**src/rtl/pixel_arbiter.sv**
```systemverilog
// -----------------------------------------------------------------------------
// pixel_arbiter
//   Round-robin burst arbiter between NUM_SRC pixel drawers and the VGA adapter.
//   A source is granted for a whole shape (until its last pixel is accepted);
//   accepted pixels reach the registered x/y/colour/plot outputs one cycle later.
//
// Parameters
//   NUM_SRC : number of pixel sources (2..8)
//   GW      : width of grant index register, 2**GW >= NUM_SRC
//
// Ports
//   clock, reset_n        : clock, asynchronous active-low reset
//   src_req / src_last    : per-source pixel valid / last-pixel-of-shape flag
//   src_x/src_y/src_colour: flattened per-source pixel fields (8/7/3 bits each)
//   src_ack               : combinational accept strobe, granted source only
//   src_done              : one-cycle pulse coincident with a shape's final plot
//   x, y, colour, plot    : registered pixel stream to the VGA adapter
//   busy                  : high while a burst is granted
//
// Optional feature (macro PIXEL_ARB_BOUNDS_CHECK_EN)
//   Accepted pixels outside 160x120 are acked and count toward last/done but
//   are not plotted and do not update x/y/colour.
// -----------------------------------------------------------------------------
module pixel_arbiter #(
   parameter int unsigned NUM_SRC = 2,
   parameter int unsigned GW      = 3
) (
   input  logic                   clock,
   input  logic                   reset_n,
   input  logic [NUM_SRC-1:0]     src_req,
   input  logic [NUM_SRC-1:0]     src_last,
   input  logic [8*NUM_SRC-1:0]   src_x,
   input  logic [7*NUM_SRC-1:0]   src_y,
   input  logic [3*NUM_SRC-1:0]   src_colour,
   output logic [NUM_SRC-1:0]     src_ack,
   output logic [NUM_SRC-1:0]     src_done,
   output logic [7:0]             x,
   output logic [6:0]             y,
   output logic [2:0]             colour,
   output logic                   plot,
   output logic                   busy
);

   localparam int unsigned XW = 8;
   localparam int unsigned YW = 7;
   localparam int unsigned CW = 3;

   typedef enum logic {IDLE = 1'b0, BURST = 1'b1} state_e;

   state_e               state_q;
   logic [GW-1:0]        grant_q;
   logic [GW-1:0]        last_grant_q;
   logic [XW-1:0]        x_q;
   logic [YW-1:0]        y_q;
   logic [CW-1:0]        colour_q;
   logic                 plot_q;
   logic                 busy_q;
   logic [NUM_SRC-1:0]   done_q;

   logic                 win_found;
   logic [GW-1:0]        win_idx;
   logic [XW-1:0]        sel_x;
   logic [YW-1:0]        sel_y;
   logic [CW-1:0]        sel_colour;
   logic                 sel_last;
   logic                 accept;
   logic                 plot_ok;

   // Round-robin winner: first requester after last_grant_q. Scanning offsets
   // from farthest to nearest lets the nearest requester overwrite the result.
   always_comb begin
      win_found = 1'b0;
      win_idx   = '0;
      for (int k = int'(NUM_SRC); k >= 1; k--) begin
         for (int i = 0; i < int'(NUM_SRC); i++) begin
            if (src_req[i] && (((int'(last_grant_q) + k) % int'(NUM_SRC)) == i)) begin
               win_found = 1'b1;
               win_idx   = GW'(i);
            end
         end
      end
   end

   // Granted-source field mux and accept strobe; only the granted source can be acked.
   always_comb begin
      sel_x      = '0;
      sel_y      = '0;
      sel_colour = '0;
      sel_last   = 1'b0;
      src_ack    = '0;
      for (int i = 0; i < int'(NUM_SRC); i++) begin
         if (grant_q == GW'(i)) begin
            sel_x      = src_x[XW*i +: XW];
            sel_y      = src_y[YW*i +: YW];
            sel_colour = src_colour[CW*i +: CW];
            sel_last   = src_last[i];
            src_ack[i] = (state_q == BURST) && src_req[i];
         end
      end
   end

   assign accept = |src_ack;

`ifdef PIXEL_ARB_BOUNDS_CHECK_EN
   // Off-screen pixels (e.g. wrapped stair rows) are swallowed, not drawn.
   assign plot_ok = (sel_x <= XW'(159)) && (sel_y <= YW'(119));
`else
   assign plot_ok = 1'b1;
`endif

   // Arbitration FSM with registered pixel stream and strobes.
   always_ff @(posedge clock or negedge reset_n) begin
      if (!reset_n) begin
         state_q      <= IDLE;
         grant_q      <= '0;
         last_grant_q <= GW'(NUM_SRC - 1);
         x_q          <= '0;
         y_q          <= '0;
         colour_q     <= '0;
         plot_q       <= 1'b0;
         busy_q       <= 1'b0;
         done_q       <= '0;
      end else begin
         plot_q <= 1'b0;
         done_q <= '0;
         case (state_q)
            IDLE: begin
               if (win_found) begin
                  grant_q <= win_idx;
                  state_q <= BURST;
                  busy_q  <= 1'b1;
               end
            end
            BURST: begin
               if (accept) begin
                  if (plot_ok) begin
                     x_q      <= sel_x;
                     y_q      <= sel_y;
                     colour_q <= sel_colour;
                     plot_q   <= 1'b1;
                  end
                  if (sel_last) begin
                     // src_ack is one-hot on the granted source here
                     done_q       <= src_ack;
                     last_grant_q <= grant_q;
                     state_q      <= IDLE;
                     busy_q       <= 1'b0;
                  end
               end
            end
            default: state_q <= IDLE;
         endcase
      end
   end

   assign x        = x_q;
   assign y        = y_q;
   assign colour   = colour_q;
   assign plot     = plot_q;
   assign busy     = busy_q;
   assign src_done = done_q;

endmodule

```
**config.mk**
```make
export PLATFORM = sky130hd
export DESIGN_NAME = pixel_arbiter
export DESIGN_NICKNAME = d
export VERILOG_FILES = /design/src/rtl/pixel_arbiter.sv
export SDC_FILE = /design/constraint.sdc
export NUM_CORES = 1
export LEC_CHECK = 0
export BUFFER_PORTS_ARGS = -buffer_cell sky130_fd_sc_hd__clkbuf_2
export CAP_MARGIN = 20
export CORE_MARGIN = 3
export CORE_UTILIZATION = 44
export DETAILED_ROUTE_END_ITERATION = 8
export GPL_TIMING_DRIVEN = 0
export PLACE_DENSITY = 0.79
export SKIP_CTS_REPAIR_TIMING = 1
export SLEW_MARGIN = 10
export SYNTH_ARGS = -nofsm -noshare
export SYNTH_HDL_FRONTEND = slang
export SYNTH_SLANG_ARGS = --single-unit
```
**constraint.sdc**
```tcl
create_clock -name clock -period 1.8 [get_ports clock]
set_input_delay 0.27 -clock clock [delete_from_list [all_inputs] [get_ports clock]]
set_output_delay 0.27 -clock clock [all_outputs]
set_load 0.05 [all_outputs]
```
---- After elaboration in Yosys (flattened, before gate mapping) ----
Index checks and enable logic that the tools add are counted.
word-level totals
  register bits ........................... 25
  bits in latches ......................... 0
  bits in writable memories ............... 0
  ROM bits ................................ 0
  input port bits ......................... 42
  output and inout port bits .............. 24
  memories ................................ 0
operators by class
  add/sub/neg operators ................... 2
  multiply operators ...................... 0
  div/mod/pow operators ................... 0
  order comparisons ....................... 0
  equality and inequality tests ........... 6
  shift operators ......................... 0
  mux-type cells .......................... 30
  bitwise operators ....................... 3
  reduce and logical (&&, ||, !) cells .... 14
operator list
  kind                   count
  $logic_not A32 Y1      2
  $mux W1                19
  $mux W8                2
  $mux W7                2
  $logic_and A1 B1 Y1    6
  $mux W2                3
  $mux W3                2
  $reduce_and A3 Y1      2
  $eq A2 B2 Y1 const B   2
  $ne A2 B1 Y1 const B   2
  $pmux W1 S2            2
  $reduce_and A2 Y1      2
  $logic_not A3 Y1       1
  $add A1 B1 Y1 const B  2
  $and A1 B1 Y1 const A  2
  $ne A2 B2 Y1 const B   1
  $reduce_or A2 Y1       1
  $eq A1 B1 Y1 const B   1
  $not A1 Y1             1

---- Logic depth before layout (Yosys ltp) ----
  depth after elaboration ................. 10
  mapped depth ............................ 4
  mapped depth without buffers ............ 3

---- Worst setup path before layout ----
Ideal clock, no wire load.
  path type ............................... register to register
  start ................................... register grant_q[0]
  end ..................................... register colour_q[0], in the netlist colour[0]
  library setup time ...................... 125 ps
  arrival time ............................ 1317 ps
  slack ................................... 358 ps
  stages on the path, launching flop included .. 5
  clock period less this slack ............ 1442 ps
  cell sequence ........................... dfrtp_1 -> mux2_4 -> nand2_4 -> buf_6 -> mux2_4
on the way
  cells in the longest elaborated chain, start to end .. 4
ends and longest elaborated chain
  what                                                     line  RTL
  start, declared                                          51    logic [GW-1:0] grant_q;
  start signal, assigned                                   129   grant_q <= win_idx;
  $logic_not A3 Y1 / $eq A1 B1 Y1 (equally long branches)  92    if (grant_q == GW'(i)) begin
  $mux W1                                                  92
  $reduce_or A2 Y1                                         102   assign accept = |src_ack;
  $reduce_and A2 Y1 (no source line)                       --
  end signal, assigned                                     139   colour_q <= sel_colour;
  end, declared                                            55    logic [CW-1:0] colour_q;
Parallel ways exist; a longest one is shown, timed or not.
A chain may end at the register's enable or synchronous reset.

---- Final worst setup path ----
  start ................................... register state_q
  end ..................................... output src_ack[0]
on the way
  cells in the longest elaborated chain, start to end .. 2
ends and longest elaborated chain
  what                    line  RTL
  start, declared         50    state_e state_q;
  start signal, assigned  114   state_q <= IDLE;
  start signal, assigned  130   state_q <= BURST;
  start signal, assigned  146   state_q <= IDLE;
  $logic_and A1 B1 Y1     97    src_ack[i] = (state_q == BURST) && src_req[i];
  $mux W1                 92
  end, declared           35    output logic [NUM_SRC-1:0] src_ack,
No other way between the ends.

==> impl_metrics.csv <==
group,metric,value,unit
pwr,power.leakage,0.8524,nW
clocking,cts_tree,"built",
timing,hold_viol,0,
placed_design,dpl-instance-area,1579,um2
drt,dr.pass1.iters,3,
global_routing,grt_pass1_vias,896,
synth,ys_seq_elements,25,
die,die_h,58.58,um
drt,initialDrtViolationCount,10,
worst_setup_path,arrival,1.28,ns
pwr,p_sw,1.624,mW
die,rows,18,
cells_and_area,final_area,1615,um2
die,coreArea,2545,um2
worst_setup_path,worstPathRequired,1.53,ns
pwr,power.total,3.285,mW
timing,fin_crit_sh,86.07,%
synth,synthTopCellsByArea,"dfrtp_1 (49%), mux2_2 (23%), mux2_4 (12%)",
synth,synthDominantCellAreaShare,49.38,%
timing,finalSetupTns,0,ns
synth,yosys.area.top_type,"dfrtp_1",
synth,synth_seq_area_share,51.54,%
synth,syn_area,1216,um2
clocking,root_buffer,"clkbuf_4",
die,die-area,3431,um2
timing,setup_viol,0,
cells_and_area,area_delta_synth_final,32.82,%
global_routing,grt_overflow_total,0,
clocking,cts_max_path_buffers,2,
placed_design,place_congestion,0.6748,
worst_setup_path,worst_path_max_delay_cell,"dfrtp_1",
worst_setup_path,path_class,"reg2out",
die,die_w,58.58,um
drt,viasPerCell,4.919,
worst_setup_path,worstPathCellList,"and3b_1, clkbuf_2",
placed_design,dpl.hpwl,1931,um
timing,relSlewSlack,59.00,%
drt,drt-total-wl,2422,um
run,maxCapViolCount,0,
clocking,h-tree-depth,1,
pwr,clkPwrFrac,7.3,%
cells_and_area,finalNetCount,198,
clocking,clock-sinks,25,
worst_setup_path,start_kind,"register",
global_routing,grt_pass1_wl,3933,um
worst_setup_path,cp_num_buf_inv,1,
clocking,cts_buffers,3,
die,initial_core_util,47.79,%
pwr,p_int,1.661,mW
cells_and_area,drive_gt1_share,70.97,%
cells_and_area,diodes,0,
cells_and_area,postLayoutCoreUtil,63.47,%
drt,wire_per_inst,13.09,um
synth,ys_warn_count,0,
worst_setup_path,cp_max_fo,7,
timing,period_needed,1.549,ns
synth,avgSynthCellArea,14.31,um2
worst_setup_path,path_delay_family,"flip-flops",
timing,rsz0062_at_grt,"no",
timing,max_freq,645.5,MHz
drt,drt.antenna.violating_nets,0,
synth,synth_fp_nets,127,
timing,worstMarginPinSlew,0.6149,ns
global_routing,grt.total_usage,15.16,%
global_routing,grt_max_degree,26,
synth,yosysUniqueCellTypes,21,
die,num_io_pins,66,
pwr,share_comb_of_total_power,62.4,%
pwr,seq_power_share,30.3,%
worst_setup_path,max_stage_delay,0.49,ns
global_routing,antenna_found_initial,0,
drt,num_vias,910,
clocking,path_clk_slew,0.12,ns
drt,drc,0,
pwr,swShare,49.44,%
min_path,hold_path.class,"in2reg",
pwr,powerDensity,2034,nW/um2
timing,final_max_slew_viol_count,0,
timing,clock_skew,0.008364,ns
pwr,worst_ir_drop_vdd,0.001173,V
worst_setup_path,crit_path_end_kind,"output pin",
clocking,clkLatencyLatePin,0.31,ns
placed_design,portBuffers,65,
synth,synth_cells,85,
status,status,"complete, no violations",
[cells in the final DEF, fill, tap and decap left out]
cell and count:
clkbuf_2 65, mux2_2 25, dfrtp_1 24, mux2_4 10
nand2_1 3, a21oi_1 3, clkbuf_4 3, and2_1 2
buf_2 2, inv_1 2, mux2_1 2, and3b_1 1
and3_1 1, nand2_4 1, buf_6 1, inv_2 1
nand3_1 1, o21ai_0 1, or2_2 1, nor2_1 1
a32o_1 1, o21bai_1 1, clkbuf_1 1, dlygate4sd3_1 1
dfstp_2 1
[worst paths after layout]
path	startpoint	endpoint	slack, ns	cells after the start
min	src_last[0]	src_done[0]	0.21	2
max	state_q	src_ack[0]	0.25	2
max reg2reg	grant_q[0]	colour[0]	0.25	4
min in group asynchronous	reset_n	x[3]	0.49	2
min reg2reg	last_grant_q[0]	last_grant_q[0]	0.49	2
max in group asynchronous	reset_n	busy	0.91	2
[power by group through the flow]
stage	logic, mW	registers (mW)	clock network (mW)
after CTS	2.08	0.999	0.251
after detailed placement	2.08	1.00	0
after floorplan	0.811	1.83	0
final	2.05	0.996	0.240
after global routing	2.17	1.03	0.271
after global placement	2.04	0.997	0
[Yosys cell counts]
master / instances
a21oi_1: 3
buf_6: 1
nand2_4: 1
dfrtp_1: 24
a32o_1: 1
and3b_1: 1
o21ai_0: 1
inv_2: 1
mux2_2: 25
mux2_4: 10
o21bai_1: 1
dfstp_2: 1
and3_1: 1
nand2_1: 3
mux2_1: 2
nor2_1: 1
or2_2: 1
nand3_1: 1
and2_1: 2
inv_1: 2
buf_2: 2
[flip-flops by register name, indices dropped and copies added, names as in the netlist]
register	count
colour	3
state_q	1
last_grant_q	1
grant_q	1
y	7
plot	1
src_done	2
busy	1
x	8
[area by class of cell]
cell class,count,area (um2)
clock buffer,4,26.28
timing repair buffer,66,335.3
sequential,25,626.9
tap,30,37.54
buffer,3,21.27
fill,201,929.6
inverter,3,11.26
multi-input combinational,54,556.8
[per-stage QoR]
step	hold slack, ns	std cells	worst slack (ns)
floorplan	-0.02559	85	0.3576
global placement	0.2938	180	0.2778
detailed placement	0.3101	180	0.2508
CTS	-0.04222	184	0.2346
global route	0.2054	185	0.1638
finish	0.2119	185	0.2507
[per-layer routing]
layer	vias to the layer above	wire, um	track usage, %
li1	440	-	-
met1	421	1048	16.81
met2	47	1097	27.43
met3	2	265	4.825
met4	0	10	4.854
met5	-	0	0
[kinds of logic after synthesis]
group,synth area share [%]
AO/OA/AOI/OAI,3.086
buffers and inverters,2.675
flip-flops,51.54
multiplexers,37.35
AND/OR/NAND/NOR,5.350
No activity file was read; power rests on OpenSTA's default activity.
